### config.mk
export PLATFORM = sky130hd
export DESIGN_NAME = pwm_timer_regs
export DESIGN_NICKNAME = d
export VERILOG_FILES = /design/src/rtl/pwm_timer_regs.sv
export SDC_FILE = /design/constraint.sdc
export NUM_CORES = 1
export LEC_CHECK = 0
export CAP_MARGIN = 20
export CELL_PAD_IN_SITES_DETAIL_PLACEMENT = 1
export CELL_PAD_IN_SITES_GLOBAL_PLACEMENT = 2
export CORE_MARGIN = 2
export CORE_UTILIZATION = 32
export CTS_BUF_LIST = sky130_fd_sc_hd__clkbuf_4 sky130_fd_sc_hd__clkbuf_8
export DETAILED_ROUTE_END_ITERATION = 8
export PLACE_DENSITY_LB_ADDON = 0.1
export SLEW_MARGIN = 20
export SYNTH_ARGS = -nofsm -noshare
export SYNTH_HDL_FRONTEND = slang
export SYNTH_SLANG_ARGS = --single-unit
### constraint.sdc
create_clock -name clk -period 4.6 [get_ports clk]
set_input_delay 0.92 -clock clk [delete_from_list [all_inputs] [get_ports clk]]
set_output_delay 0.92 -clock clk [all_outputs]
set_load 0.02 [all_outputs]
### src/rtl/pwm_timer_regs.sv
// pwm_timer_regs: register-mapped PWM/timer peripheral.
// Reads a flat bank of config bytes and returns a flat bank of status bytes.
// Drives one PWM pin and one level interrupt.
// Every status byte is a flop or a constant, so no config-to-status
// combinational path exists.
module pwm_timer_regs #(
  parameter int           NUM_CFG    = 8,
  parameter int           NUM_STATUS = 8,
  parameter int           REG_WIDTH  = 8,
  parameter logic [7:0]   BLOCK_ID   = 8'hB1
) (
  input  logic                            clk,
  input  logic                            rst,
  input  logic                            ena,
  input  logic [NUM_CFG*REG_WIDTH-1:0]    config_regs,
  output logic [NUM_STATUS*REG_WIDTH-1:0] status_regs,
  output logic                            pwm_out,
  output logic                            irq
);

  logic [REG_WIDTH-1:0] cfg_b [NUM_CFG];
  logic [REG_WIDTH-1:0] st_b  [NUM_STATUS];

  for (genvar gi = 0; gi < NUM_CFG; gi++) begin : g_cfg
    assign cfg_b[gi] = config_regs[gi*REG_WIDTH +: REG_WIDTH];
  end

  // Config field decode
  logic        cfg_en, cfg_oneshot, cfg_inv, cfg_clr, cfg_ie;
  logic [7:0]  cfg_presc;
  logic [15:0] cfg_period, cfg_duty;
  assign cfg_en      = cfg_b[0][0];
  assign cfg_oneshot = cfg_b[0][1];
  assign cfg_inv     = cfg_b[0][2];
  assign cfg_clr     = cfg_b[0][3];
  assign cfg_ie      = cfg_b[0][4];
  assign cfg_presc   = cfg_b[1];
  assign cfg_period  = {cfg_b[3], cfg_b[2]};
  assign cfg_duty    = {cfg_b[5], cfg_b[4]};

  logic unused_cfg;
  assign unused_cfg = ^{cfg_b[6], cfg_b[7], cfg_b[0][7:5]};

  // State
  logic        en_q, en_d, clr_q, clr_d, armed_q, armed_d;
  logic        running_q, running_d, done_q, done_d, wrap_flag_q, wrap_flag_d;
  logic [7:0]  wrap_cnt_q, wrap_cnt_d, presc_cnt_q, presc_cnt_d;
  logic [15:0] count_q, count_d;
  logic [7:0]  presc_sh_q, presc_sh_d;
  logic [15:0] period_sh_q, period_sh_d, duty_sh_q, duty_sh_d;
  logic        pwm_q, pwm_d, irq_q, irq_d;

  // armed_q is clear for the first enabled cycle after reset.
  // It keeps an EN held high through reset from looking like a fresh rising edge.
  logic en_rise, clr_rise, tick, pwm_raw;
  assign en_rise  = cfg_en  & ~en_q  & armed_q;
  assign clr_rise = cfg_clr & ~clr_q & armed_q;
  assign tick     = running_q & (presc_cnt_q == presc_sh_q);
  assign pwm_raw  = running_q & (count_q < duty_sh_q);

  // Next-state: edge detect, start/stop, prescaler, counter, flags, outputs
  always_comb begin
    en_d        = en_q;
    clr_d       = clr_q;
    armed_d     = armed_q;
    running_d   = running_q;
    done_d      = done_q;
    wrap_flag_d = wrap_flag_q;
    wrap_cnt_d  = wrap_cnt_q;
    presc_cnt_d = presc_cnt_q;
    count_d     = count_q;
    presc_sh_d  = presc_sh_q;
    period_sh_d = period_sh_q;
    duty_sh_d   = duty_sh_q;
    pwm_d       = pwm_q;
    irq_d       = irq_q;
    if (ena) begin
      en_d    = cfg_en;
      clr_d   = cfg_clr;
      armed_d = 1'b1;
      pwm_d   = pwm_raw ^ cfg_inv;
      irq_d   = (wrap_flag_q | done_q) & cfg_ie;
      if (clr_rise) begin
        wrap_flag_d = 1'b0;
        done_d      = 1'b0;
        wrap_cnt_d  = 8'h00;
      end
      if (en_rise) begin
        // A start wins over any tick that lands in the same cycle.
        running_d   = 1'b1;
        count_d     = 16'h0000;
        presc_cnt_d = 8'h00;
        done_d      = 1'b0;
        presc_sh_d  = cfg_presc;
        period_sh_d = cfg_period;
        duty_sh_d   = cfg_duty;
      end else if (running_q) begin
        if (!cfg_en) begin
          running_d = 1'b0;
        end else if (tick) begin
          presc_cnt_d = 8'h00;
          if (count_q == period_sh_q) begin
            // A wrap in the same cycle as a clear wins, so the event is not lost.
            count_d     = 16'h0000;
            presc_sh_d  = cfg_presc;
            period_sh_d = cfg_period;
            duty_sh_d   = cfg_duty;
            wrap_flag_d = 1'b1;
            if (clr_rise)
              wrap_cnt_d = 8'h01;
            else if (wrap_cnt_q != 8'hFF)
              wrap_cnt_d = wrap_cnt_q + 8'h01;
            if (cfg_oneshot) begin
              running_d = 1'b0;
              done_d    = 1'b1;
            end
          end else begin
            count_d = count_q + 16'h0001;
          end
        end else begin
          presc_cnt_d = presc_cnt_q + 8'h01;
        end
      end
    end
  end

  // State registers with asynchronous reset
  always_ff @(posedge clk or posedge rst) begin
    if (rst) begin
      en_q        <= 1'b0;
      clr_q       <= 1'b0;
      armed_q     <= 1'b0;
      running_q   <= 1'b0;
      done_q      <= 1'b0;
      wrap_flag_q <= 1'b0;
      wrap_cnt_q  <= 8'h00;
      presc_cnt_q <= 8'h00;
      count_q     <= 16'h0000;
      presc_sh_q  <= 8'h00;
      period_sh_q <= 16'h0000;
      duty_sh_q   <= 16'h0000;
      pwm_q       <= 1'b0;
      irq_q       <= 1'b0;
    end else begin
      en_q        <= en_d;
      clr_q       <= clr_d;
      armed_q     <= armed_d;
      running_q   <= running_d;
      done_q      <= done_d;
      wrap_flag_q <= wrap_flag_d;
      wrap_cnt_q  <= wrap_cnt_d;
      presc_cnt_q <= presc_cnt_d;
      count_q     <= count_d;
      presc_sh_q  <= presc_sh_d;
      period_sh_q <= period_sh_d;
      duty_sh_q   <= duty_sh_d;
      pwm_q       <= pwm_d;
      irq_q       <= irq_d;
    end
  end

  // Status byte map; bytes beyond the map read as zero
  always_comb begin
    for (int i = 0; i < NUM_STATUS; i++) st_b[i] = '0;
    st_b[0] = count_q[7:0];
    st_b[1] = count_q[15:8];
    st_b[2] = {5'b00000, done_q, wrap_flag_q, running_q};
    st_b[3] = wrap_cnt_q;
    st_b[4] = presc_sh_q;
    st_b[5] = 8'h00;
    st_b[6] = {7'b0000000, pwm_q};
    st_b[7] = BLOCK_ID;
  end

  for (genvar gi = 0; gi < NUM_STATUS; gi++) begin : g_st
    assign status_regs[gi*REG_WIDTH +: REG_WIDTH] = st_b[gi];
  end

  assign pwm_out = pwm_q;
  assign irq     = irq_q;

endmodule
==> flow_metrics.tcl, run 1 <==
set metrics [dict create \
    holdCritPathClass "register to register" \
    required_ns 4.85 \
    routabilityCongestion 0.7676 \
    cp_num_buf_inv 4 \
    synth_compound_area_share_pct 8.539 \
    muxShareOfSynthArea_pct 12.36 \
    seq_area_frac_synth_pct 43.93 \
    grt_antenna_before_repair 0 \
    synth.most_common_cell "dfrtp_1" \
    postRouteAntennaNets 0 \
    crit_chain "clkdlybuf4s50_1 -> buf_4 -> and2_1 -> o21ai_0 -> nor4_1 -> buf_4 -> nor2_4 -> buf_4 -> mux2_2" \
    io_buffers 85 \
    cts_resized 0 \
    synth_top_flop_cell "dfrtp_1" \
    p_leak_nw 2.482 \
    slowest_stage "nor2_4" \
    worst_slack_ns 1.381 \
    grt_max_degree 30 \
    period_needed_ns 3.219 \
    fin_tns_setup_ns 0 \
    cts_tree "done" \
    cp-end-kind "register" \
    critPathTopFamily "buffers and inverters" \
    wl_mm 11.45 \
    synth_area_sq_um 4557 \
    synth_adder_area_share_pct 4.942 \
    overflow 0 \
    netlist_instances 439 \
    ys_warn_count 0 \
    clock_path_buffers 2 \
    rsz0062_at_grt "false" \
    drt_iter0_markers 115 \
    clk_pin_slew_worst_paths_ns 0.08 \
    dieWidth_um 123.3 \
    cpMostUsedCell "buf_4" \
    start_util_pct 32.83 \
    synth-edff-count 0 \
    synth-simple-area-share_pct 15.10 \
    finalCritPeriodShare_pct 69.97 \
    relSlewSlack_pct 43.80 \
    synth_top_cell_by_area "dfrtp_1" \
    htreeDepth 3 \
    diodes 0 \
    vias 3462 \
    synth_area_leaders "dfrtp_1 (44%), mux2_2 (10%), buf_4 (5.3%)" \
    synth_common_cells "dfrtp_1 (80), mux2_2 (42), buf_4 (32)" \
    grt_pass1_vias 3605 \
    start_kind "input pin" \
    synth-seq-cells 80 \
    avgSynthCellArea_sq_um 10.38 \
    fp-row-count 43 \
    cts_hold_buf 0 \
    status "finished, final reports clean" \
    root_buffer "clkbuf_8" \
    ir_drop_v 0.0001154 \
    grt_pass1_wl_mm 18.69 \
    chipHeight_um 123.3 \
    wire_per_inst_um 16.20 \
    post-cts-setup-buffers 0 \
    synth_top_family_by_area "simple AND/OR/NAND/NOR gates" \
    nNetsFinal 608 \
    insertion_delay_ns 0.36 \
    worstPathMaxFanout 25 \
    floorplan.die_area_sq_um 15210 \
    synth.top_cell.area_share_pct 43.93 \
    ys_types 48 \
    min_path_cells 1 \
    power_density_nw_per_um2 320.0 \
    vias_per_cell 4.897 \
    arrival_ns 3.47 \
    cpPeakStageDelay_ns 0.66 \
    syn_to_final_growth_pct 24.05 \
    reg2reg_depth 6 \
    cts.sinks 80 \
    preCtsSetupSlack_ns 0.9421 \
    cap_violations 0 \
    synth_xor_area_share_pct 5.958 \
    report.final.setup_viol 0 \
    final_hold_viol_count 0 \
    worstMarginPinSlew_ns 0.8410 \
    fin_worst_skew_ns 0.006069 \
    max_freq_mhz 310.7 \
    drive_above_1_share_pct 14.04 \
    hpwl_mm 8.576 \
    grt.total_usage_pct 16.14 \
    drt_pass1_iterations 4 \
    io_pins 133 \
    cp.depth 9 \
    drc 0 \
    slew_viol_final 0 \
    core_sq_um 13880 \
    worstSetupPathType "input pin to register" \
    async_flop_share_pct 100.0 \
    numCtsBuffers 9 \
]
-- layer usage --
metal / GRT usage (%) / routed length [um] / vias to the layer above / share of wire [%]
met3: 2.860 / 368 / 13 / 3.2
li1: - / - / 1654 / -
met1: 21.02 / 5398 / 1726 / 47
met2: 26.10 / 5450 / 69 / 48
met5: 0 / 0 / - / 0
met4: 7.315 / 234 / 0 / 2.0
-- worst reg2reg max path: cells and delay by family, from the launching register on --
kind / cells / cell delay (ns)
xor gates and xnor gates: 1 / 0.18
DFF: 1 / 0.48
and+or+nand+nor: 5 / 2.35
-- layout by cell type, fill, tap and decap left out, types with 3 or more instances in the layout --
cell | synthesis | routed
ha_1 | 18 | 18
a21boi_0 | 3 | 3
xor2_1 | 25 | 25
nor3_1 | 10 | 10
nand4_1 | 15 | 15
clkbuf_8 | 0 | 11
and3_1 | 9 | 9
a21oi_1 | 18 | 18
nand2b_1 | 3 | 3
nand2_1 | 29 | 29
nor4_1 | 8 | 8
or3_1 | 12 | 12
o211ai_1 | 5 | 5
conb_1 | 2 | 28
nand3_1 | 10 | 10
nand3b_1 | 3 | 3
clkbuf_4 | 0 | 4
dfrtp_1 | 80 | 80
xnor2_1 | 6 | 6
mux2_2 | 42 | 42
nor2_1 | 14 | 13
mux2i_1 | 9 | 9
o21ai_0 | 20 | 20
inv_1 | 24 | 23
clkdlybuf4s50_1 | 0 | 85
buf_4 | 32 | 7
-- where the power goes --
group          leakage [nW]  switching (mW)  internal [mW]  total, mW
logic                  1.38           0.211          0.218      0.429
registers              1.01          0.0826          0.800      0.883
clock network        0.0975           0.249          0.248      0.497
-- kinds of logic after synthesis --
group / after synthesis
flip-flops: 80
XOR/XNOR: 31
AO/OA/AOI/OAI: 62
multiplexers: 51
other: 2
buffers and inverters: 69
adder cells (fa/ha/maj): 18
AND/OR/NAND/NOR: 126
-- metrics by stage --
step / cell area (sq um) / instances / power, mW / hold WS [ns] / utilization [%]
after global placement: 5472 / 692 / 1.320 / 0.4846 / 39.42
after global routing: 5653 / 707 / 1.936 / 0.5320 / 40.72
after detailed placement: 5472 / 692 / 1.336 / 0.4925 / 39.42
final: 5653 / 707 / 1.809 / 0.5103 / 40.72
after floorplan: 4654 / 465 / 1.183 / 0.4673 / -
after CTS: 5653 / 707 / 1.851 / 0.5110 / 40.72
-- cell type report --
cell class                 count  area (sq um)
clock buffer                  15         181.4
fill                        1574          8228
inverter                      24         91.34
multi-input combinational    316          2250
sequential                    80          2002
tap                          180         225.2
timing repair buffer          92         903.4
-- registers in the layout, summed over array words and instances (netlist names) --
signal / cells
presc_cnt_q: 8
done_q: 1
irq: 1
wrap_flag_q: 1
period_sh_q: 16
count_q: 16
armed_q: 1
running_q: 1
en_q: 1
duty_sh_q: 16
pwm_out: 1
presc_sh_q: 8
clr_q: 1
wrap_cnt_q: 8
-- path summary, 6_finish.rpt --
path                                              endpoint                 startpoint  slack, ns
worst max-delay path             duty_sh_q[13]$_DFFE_PP0P_                        ena       1.38
worst min-delay path             duty_sh_q[14]$_DFFE_PP0P_  duty_sh_q[14]$_DFFE_PP0P_       0.51
worst max register to register   wrap_cnt_q[2]$_DFFE_PP0P_    count_q[12]$_DFFE_PP0P_       1.54
worst min register to register   duty_sh_q[14]$_DFFE_PP0P_  duty_sh_q[14]$_DFFE_PP0P_       0.51
max in group asynchronous       presc_cnt_q[0]$_DFFE_PP0P_                        rst       2.95
min in group asynchronous                  irq$_DFFE_PP0P_                        rst       0.89
Note: power is estimated with default switching activity, not from simulation.
==> run 2, diff against run 1 <==
--- a/config.mk
+++ b/config.mk
@@ -9,7 +9,7 @@
 export CELL_PAD_IN_SITES_DETAIL_PLACEMENT = 1
 export CELL_PAD_IN_SITES_GLOBAL_PLACEMENT = 2
 export CORE_MARGIN = 2
-export CORE_UTILIZATION = 32
+export CORE_UTILIZATION = 30
 export CTS_BUF_LIST = sky130_fd_sc_hd__clkbuf_4 sky130_fd_sc_hd__clkbuf_8
 export DETAILED_ROUTE_END_ITERATION = 8
 export PLACE_DENSITY_LB_ADDON = 0.1
==> constraint.sdc (replaced) <==
create_clock -name clk -period 3 [get_ports clk]
set_input_delay 0.6 -clock clk [delete_from_list [all_inputs] [get_ports clk]]
set_output_delay 0.6 -clock clk [all_outputs]
set_load 0.02 [all_outputs]
==> run 2 against run 1 <==
Critical endpoint is now wrap_cnt_q[2]$_DFFE_PP0P_. Routed wire length increased by 3.9%. Sequential share of layout area down 1.7 points. Final cell count increased by 4.7%.
==> flow_metrics.tcl, run 2 (synthesis gave the netlist of run 1 again) <==
set metrics [dict create \
    vias_per_cell 4.751 \
    clock_path_buffers 2 \
    dieWidth_um 127.2 \
    slew_viol_final 0 \
    chipHeight_um 127.2 \
    wl_mm 11.89 \
    power_density_nw_per_um2 499.0 \
    arrival_ns 2.97 \
    met1_usage_pct 21.42 \
    hpwl_mm 9.058 \
    floorplan.die_area_sq_um 16190 \
    cts.sinks 80 \
    worstPathMaxFanout 17 \
    status "finished, final reports clean" \
    cts_tree "done" \
    root_buffer "clkbuf_8" \
    worst-r2r-setup-slack_ns 0.34 \
    p_leak_nw 2.649 \
    cts_resized 0 \
    finalCritPeriodShare_pct 88.80 \
    cpPeakStageDelay_ns 0.62 \
    fill_cells 1687 \
    grt_antenna_before_repair 0 \
    nNetsFinal 632 \
    io_pins 133 \
    report.final.setup_viol 0 \
    busiest_layer "met2" \
    grt_max_degree 31 \
    drt_iter0_markers 79 \
    insertion_delay_ns 0.36 \
    diodes 0 \
    cap_violations 0 \
    overflow 0 \
    vias 3516 \
    grt_pass1_wl_mm 19.47 \
    relSlewSlack_pct 56.39 \
    fp-row-count 45 \
    worstSetupPathType "register to register" \
    cp_num_buf_inv 1 \
    critPathTopFamily "simple AND/OR/NAND/NOR gates" \
    fin_tns_setup_ns 0 \
    fin_worst_skew_ns 0.009487 \
    postRouteAntennaNets 0 \
    grt_pass1_vias 3599 \
    final_common_cell "clkdlybuf4s50_1" \
    clk_pin_slew_worst_paths_ns 0.08 \
    final_hold_viol_count 0 \
    worstMarginPinSlew_ns 0.6526 \
    top_regs "count_q (16), duty_sh_q (16), period_sh_q (16)" \
    post-cts-setup-buffers 0 \
    preCtsSetupSlack_ns 0.04474 \
    start_util_pct 30.31 \
    power_mw 2.962 \
    crit_chain "xor2_1 -> nor4_1 -> nand4_1 -> or4_1 -> buf_12 -> or4_1 -> nand2_1" \
    drt_pass1_iterations 4 \
    grt_use_met3_pct 3.476 \
    start_kind "register" \
    cp-end-kind "register" \
    grt.total_usage_pct 15.40 \
    wire_per_inst_um 16.07 \
    drc 0 \
    numCtsBuffers 9 \
    core_sq_um 15030 \
    routabilityCongestion 0.7539 \
    htreeDepth 3 \
    io_buffers 85 \
    layout_common_cells "clkdlybuf4s50_1 (85), dfrtp_1 (80), mux2_2 (42)" \
    period_needed_ns 2.664 \
    ir_drop_v 0.0002933 \
    cts_hold_buf 0 \
    max_freq_mhz 375.4 \
    slowest_stage "or4_1" \
    syn_to_final_growth_pct 30.29 \
    rsz0062_at_grt "false" \
    grtUsageMet2_pct 24.26 \
    holdCritPathClass "register to register" \
    drive_above_1_share_pct 17.93 \
    cpMostUsedCell "or4_1" \
    worst_slack_ns 0.3360 \
    required_ns 3.30 \
]
[run 2: changes by cell type in the layout (fill, tap and decap cells not counted), sizes merged]
| cell | before | now |
|---|---|---|
| bufinv | 0 | 2 |
| clkbuf | 15 | 13 |
| clkinv | 1 | 2 |
| buf | 7 | 31 |
[run 2: worst paths after layout]
kind | from | end | cells after the start
setup / recovery | period_sh_q[12]$_DFFE_PP0P_ | wrap_cnt_q[2]$_DFFE_PP0P_ | 7
setup reg to reg | period_sh_q[12]$_DFFE_PP0P_ | wrap_cnt_q[2]$_DFFE_PP0P_ | 7
max in group asynchronous | rst | count_q[2]$_DFFE_PP0P_ | 3
min in group asynchronous | rst | irq$_DFFE_PP0P_ | 2
hold reg to reg | en_q$_DFFE_PP0P_ | en_q$_DFFE_PP0P_ | 1
hold / removal | en_q$_DFFE_PP0P_ | en_q$_DFFE_PP0P_ | 1
[run 2: metal layers]
layer,share of wire [%],wire length [um]
met5,0,0
met4,0.67,80
met3,3.6,426
met2,46,5474
met1,50,5911
[run 2: layout make-up]
type                            instances  area (sq um)  share of cell area, %
Multi-Input combinational cell        316          2250                  37.89
Sequential cell                        80          2002                  33.72
Timing Repair Buffer                  116          1134                  19.09
Tap cell                              188         235.2                  3.962
Clock buffer                           13         160.2                  2.698
Inverter                               24         91.34                  1.538
Clock inverter                          3         65.06                  1.096
[run 2: metrics by stage]
step	instance area (sq um)	hold slack (ns)	cells	utilization [%]
2_1_floorplan	4654	0.4673	465	-
4_1_cts	5937	0.5052	740	39.49
3_5_place_dp	5712	0.4863	724	37.99
5_1_grt	5937	0.5397	740	39.49
3_3_place_gp	5712	0.4812	724	37.99
6_report	5937	0.5012	740	39.49
[run 2: power by group]
part	leakage (nW)	internal, mW	switching [mW]
Clock	0.118	0.519	0.415
Sequential	1.01	1.23	0.123
Combinational	1.52	0.347	0.332
Total	2.65	2.09	0.870
==> run 3, diff against run 2 <==
--- a/config.mk
+++ b/config.mk
@@ -8,7 +8,7 @@
 export CAP_MARGIN = 20
 export CELL_PAD_IN_SITES_DETAIL_PLACEMENT = 1
 export CELL_PAD_IN_SITES_GLOBAL_PLACEMENT = 2
-export CORE_MARGIN = 2
+export CORE_MARGIN = 10
 export CORE_UTILIZATION = 30
 export CTS_BUF_LIST = sky130_fd_sc_hd__clkbuf_4 sky130_fd_sc_hd__clkbuf_8
 export DETAILED_ROUTE_END_ITERATION = 8
==> run 3 against run 2 <==
Clock-buffer cell count is 3 lower. Die area up 27%. Clock skew decreased by 0.0018 ns. Worst setup slack got worse by 0.071 ns. Register-to-register slack worse by 0.07 ns. Core utilization barely moved. Combinational power decreased by 1%. Via count rose by 0.17%. Routed wire length grew 6.6%. Clock power down 22%. Sequential cell count unchanged. Critical path type unchanged. Critical endpoint unchanged.
==> flow_metrics.tcl, run 3 (synthesis gave the netlist of run 1 again) <==
set metrics [dict create \
    status "finished, final reports clean" \
    final_hold_viol_count 0 \
    worstMarginPinSlew_ns 0.6887 \
    chipHeight_um 143.2 \
    report.final.setup_viol 0 \
    io_pins 133 \
    ir_drop_v 0.0001992 \
    min_path_cells 1 \
    cts.sinks 80 \
    cp_num_buf_inv 1 \
    drt_pass1_iterations 4 \
    post_dp_cell_area_sq_um 5637 \
    floorplan.die_area_sq_um 20520 \
    final_core_utilization_pct 39.49 \
    cts_resized 0 \
    slowest_stage "or4_1" \
    worstPathMaxFanout 17 \
    drive_above_1_share_pct 17.03 \
    slew_viol_final 0 \
    routabilityCongestion 0.8004 \
    finalCritPeriodShare_pct 91.16 \
    crit_chain "xor2_1 -> nor4_1 -> nand4_1 -> or4_1 -> buf_4 -> or4_1 -> nand2_1" \
    cp-end-kind "register" \
    grt_pass1_vias 3832 \
    clock_path_buffers 2 \
    start_util_pct 31.00 \
    arrival_ns 3.05 \
    nNetsFinal 626 \
    layout_common_cells "clkdlybuf4s50_1 (85), dfrtp_1 (80), mux2_2 (42)" \
    overflow 0 \
    htreeDepth 3 \
    cap_violations 0 \
    fp-row-count 44 \
    wire_per_inst_um 17.37 \
    diodes 0 \
    start_kind "register" \
    cts_tree "done" \
    vias 3522 \
    grt.total_usage_pct 12.58 \
    hold_ws_ns 0.5135 \
    drt_iter0_markers 104 \
    hold_end "duty_sh_q[0]$_DFFE_PP0P_" \
    hp-start "duty_sh_q[0]$_DFFE_PP0P_" \
    power_density_nw_per_um2 473.6 \
    top_regs "count_q (16), duty_sh_q (16), period_sh_q (16)" \
    period_needed_ns 2.735 \
    wl_mm 12.68 \
    grt_pass1_wl_mm 20.33 \
    finalInstanceArea_sq_um 5804 \
    grt_max_degree 81 \
    root_buffer "clkbuf_8" \
    max_freq_mhz 365.7 \
    postRouteAntennaNets 0 \
    worstSetupPathType "register to register" \
    io_buffers 85 \
    fin_worst_skew_ns 0.007639 \
    rsz0062_at_grt "false" \
    r2r_end "wrap_cnt_q[2]$_DFFE_PP0P_" \
    drc 0 \
    cts_hold_buf 0 \
    vias_per_cell 4.825 \
    critPathTopFamily "simple AND/OR/NAND/NOR gates" \
    cpMostUsedCell "or4_1" \
    fin_tns_setup_ns 0 \
    numCtsBuffers 9 \
    reg2reg_depth 7 \
    insertion_delay_ns 0.37 \
    power_mw 2.749 \
    final_common_cell "clkdlybuf4s50_1" \
    syn_to_final_growth_pct 27.38 \
    r2r-start "period_sh_q[12]$_DFFE_PP0P_" \
    core_sq_um 14700 \
    hpwl_mm 9.701 \
    holdCritPathClass "register to register" \
    post-cts-setup-buffers 0 \
    p_leak_nw 2.578 \
    clk_pin_slew_worst_paths_ns 0.09 \
    dieWidth_um 143.2 \
    required_ns 3.31 \
    worst-r2r-setup-slack_ns 0.27 \
    grt_antenna_before_repair 0 \
    cpPeakStageDelay_ns 0.57 \
    relSlewSlack_pct 53.98 \
]
-- run 3: cell type report --
class	instances	area, sq um
tap	184	230.2
fill	1662	8895
timing repair buffer	110	1064
multi-input combinational	316	2250
inverter	24	91.34
sequential	80	2002
clock inverter	6	36.28
clock buffer	10	131.4
-- run 3: worst max-delay path by stage --
stage | endpoint | startpoint | slack (ns) | cells past startpoint
after floorplan | armed_q$_DFFE_PP0P_ | rst | 0.35 | 1
after global placement | period_sh_q[9]$_DFFE_PP0P_ | ena | 0.06 | 8
after detailed placement | duty_sh_q[13]$_DFFE_PP0P_ | ena | 0.03 | 8
after CTS | duty_sh_q[13]$_DFFE_PP0P_ | period_sh_q[12]$_DFFE_PP0P_ | 0.24 | 9
after global routing | wrap_cnt_q[2]$_DFFE_PP0P_ | period_sh_q[12]$_DFFE_PP0P_ | 0.17 | 7
final | wrap_cnt_q[2]$_DFFE_PP0P_ | period_sh_q[12]$_DFFE_PP0P_ | 0.27 | 7
-- run 3: per-stage QoR --
step | setup WS, ns | std cells
final | 0.2653 | 730
after global routing | 0.1690 | 730
after CTS | 0.2416 | 730
after detailed placement | 0.02990 | 714
after global placement | 0.06291 | 714
after floorplan | 0.3483 | 465
-- run 3: report_power, final --
part | internal [mW] | total [mW] | leakage, nW | switching, mW
Sequential | 1.23 | 1.35 | 1.01 | 0.123
Combinational | 0.343 | 0.671 | 1.48 | 0.328
Clock | 0.306 | 0.728 | 0.0892 | 0.422
Total | 1.87 | 2.75 | 2.58 | 0.874
-- run 3: routing by layer --
layer  track usage (%)  up-vias  routed length, um
met2             19.77       73               5821
li1                  -     1699                  -
met4             4.675        0                156
met1             16.48     1740               5992
met5                 0        -                  0
met3             2.919       10                711
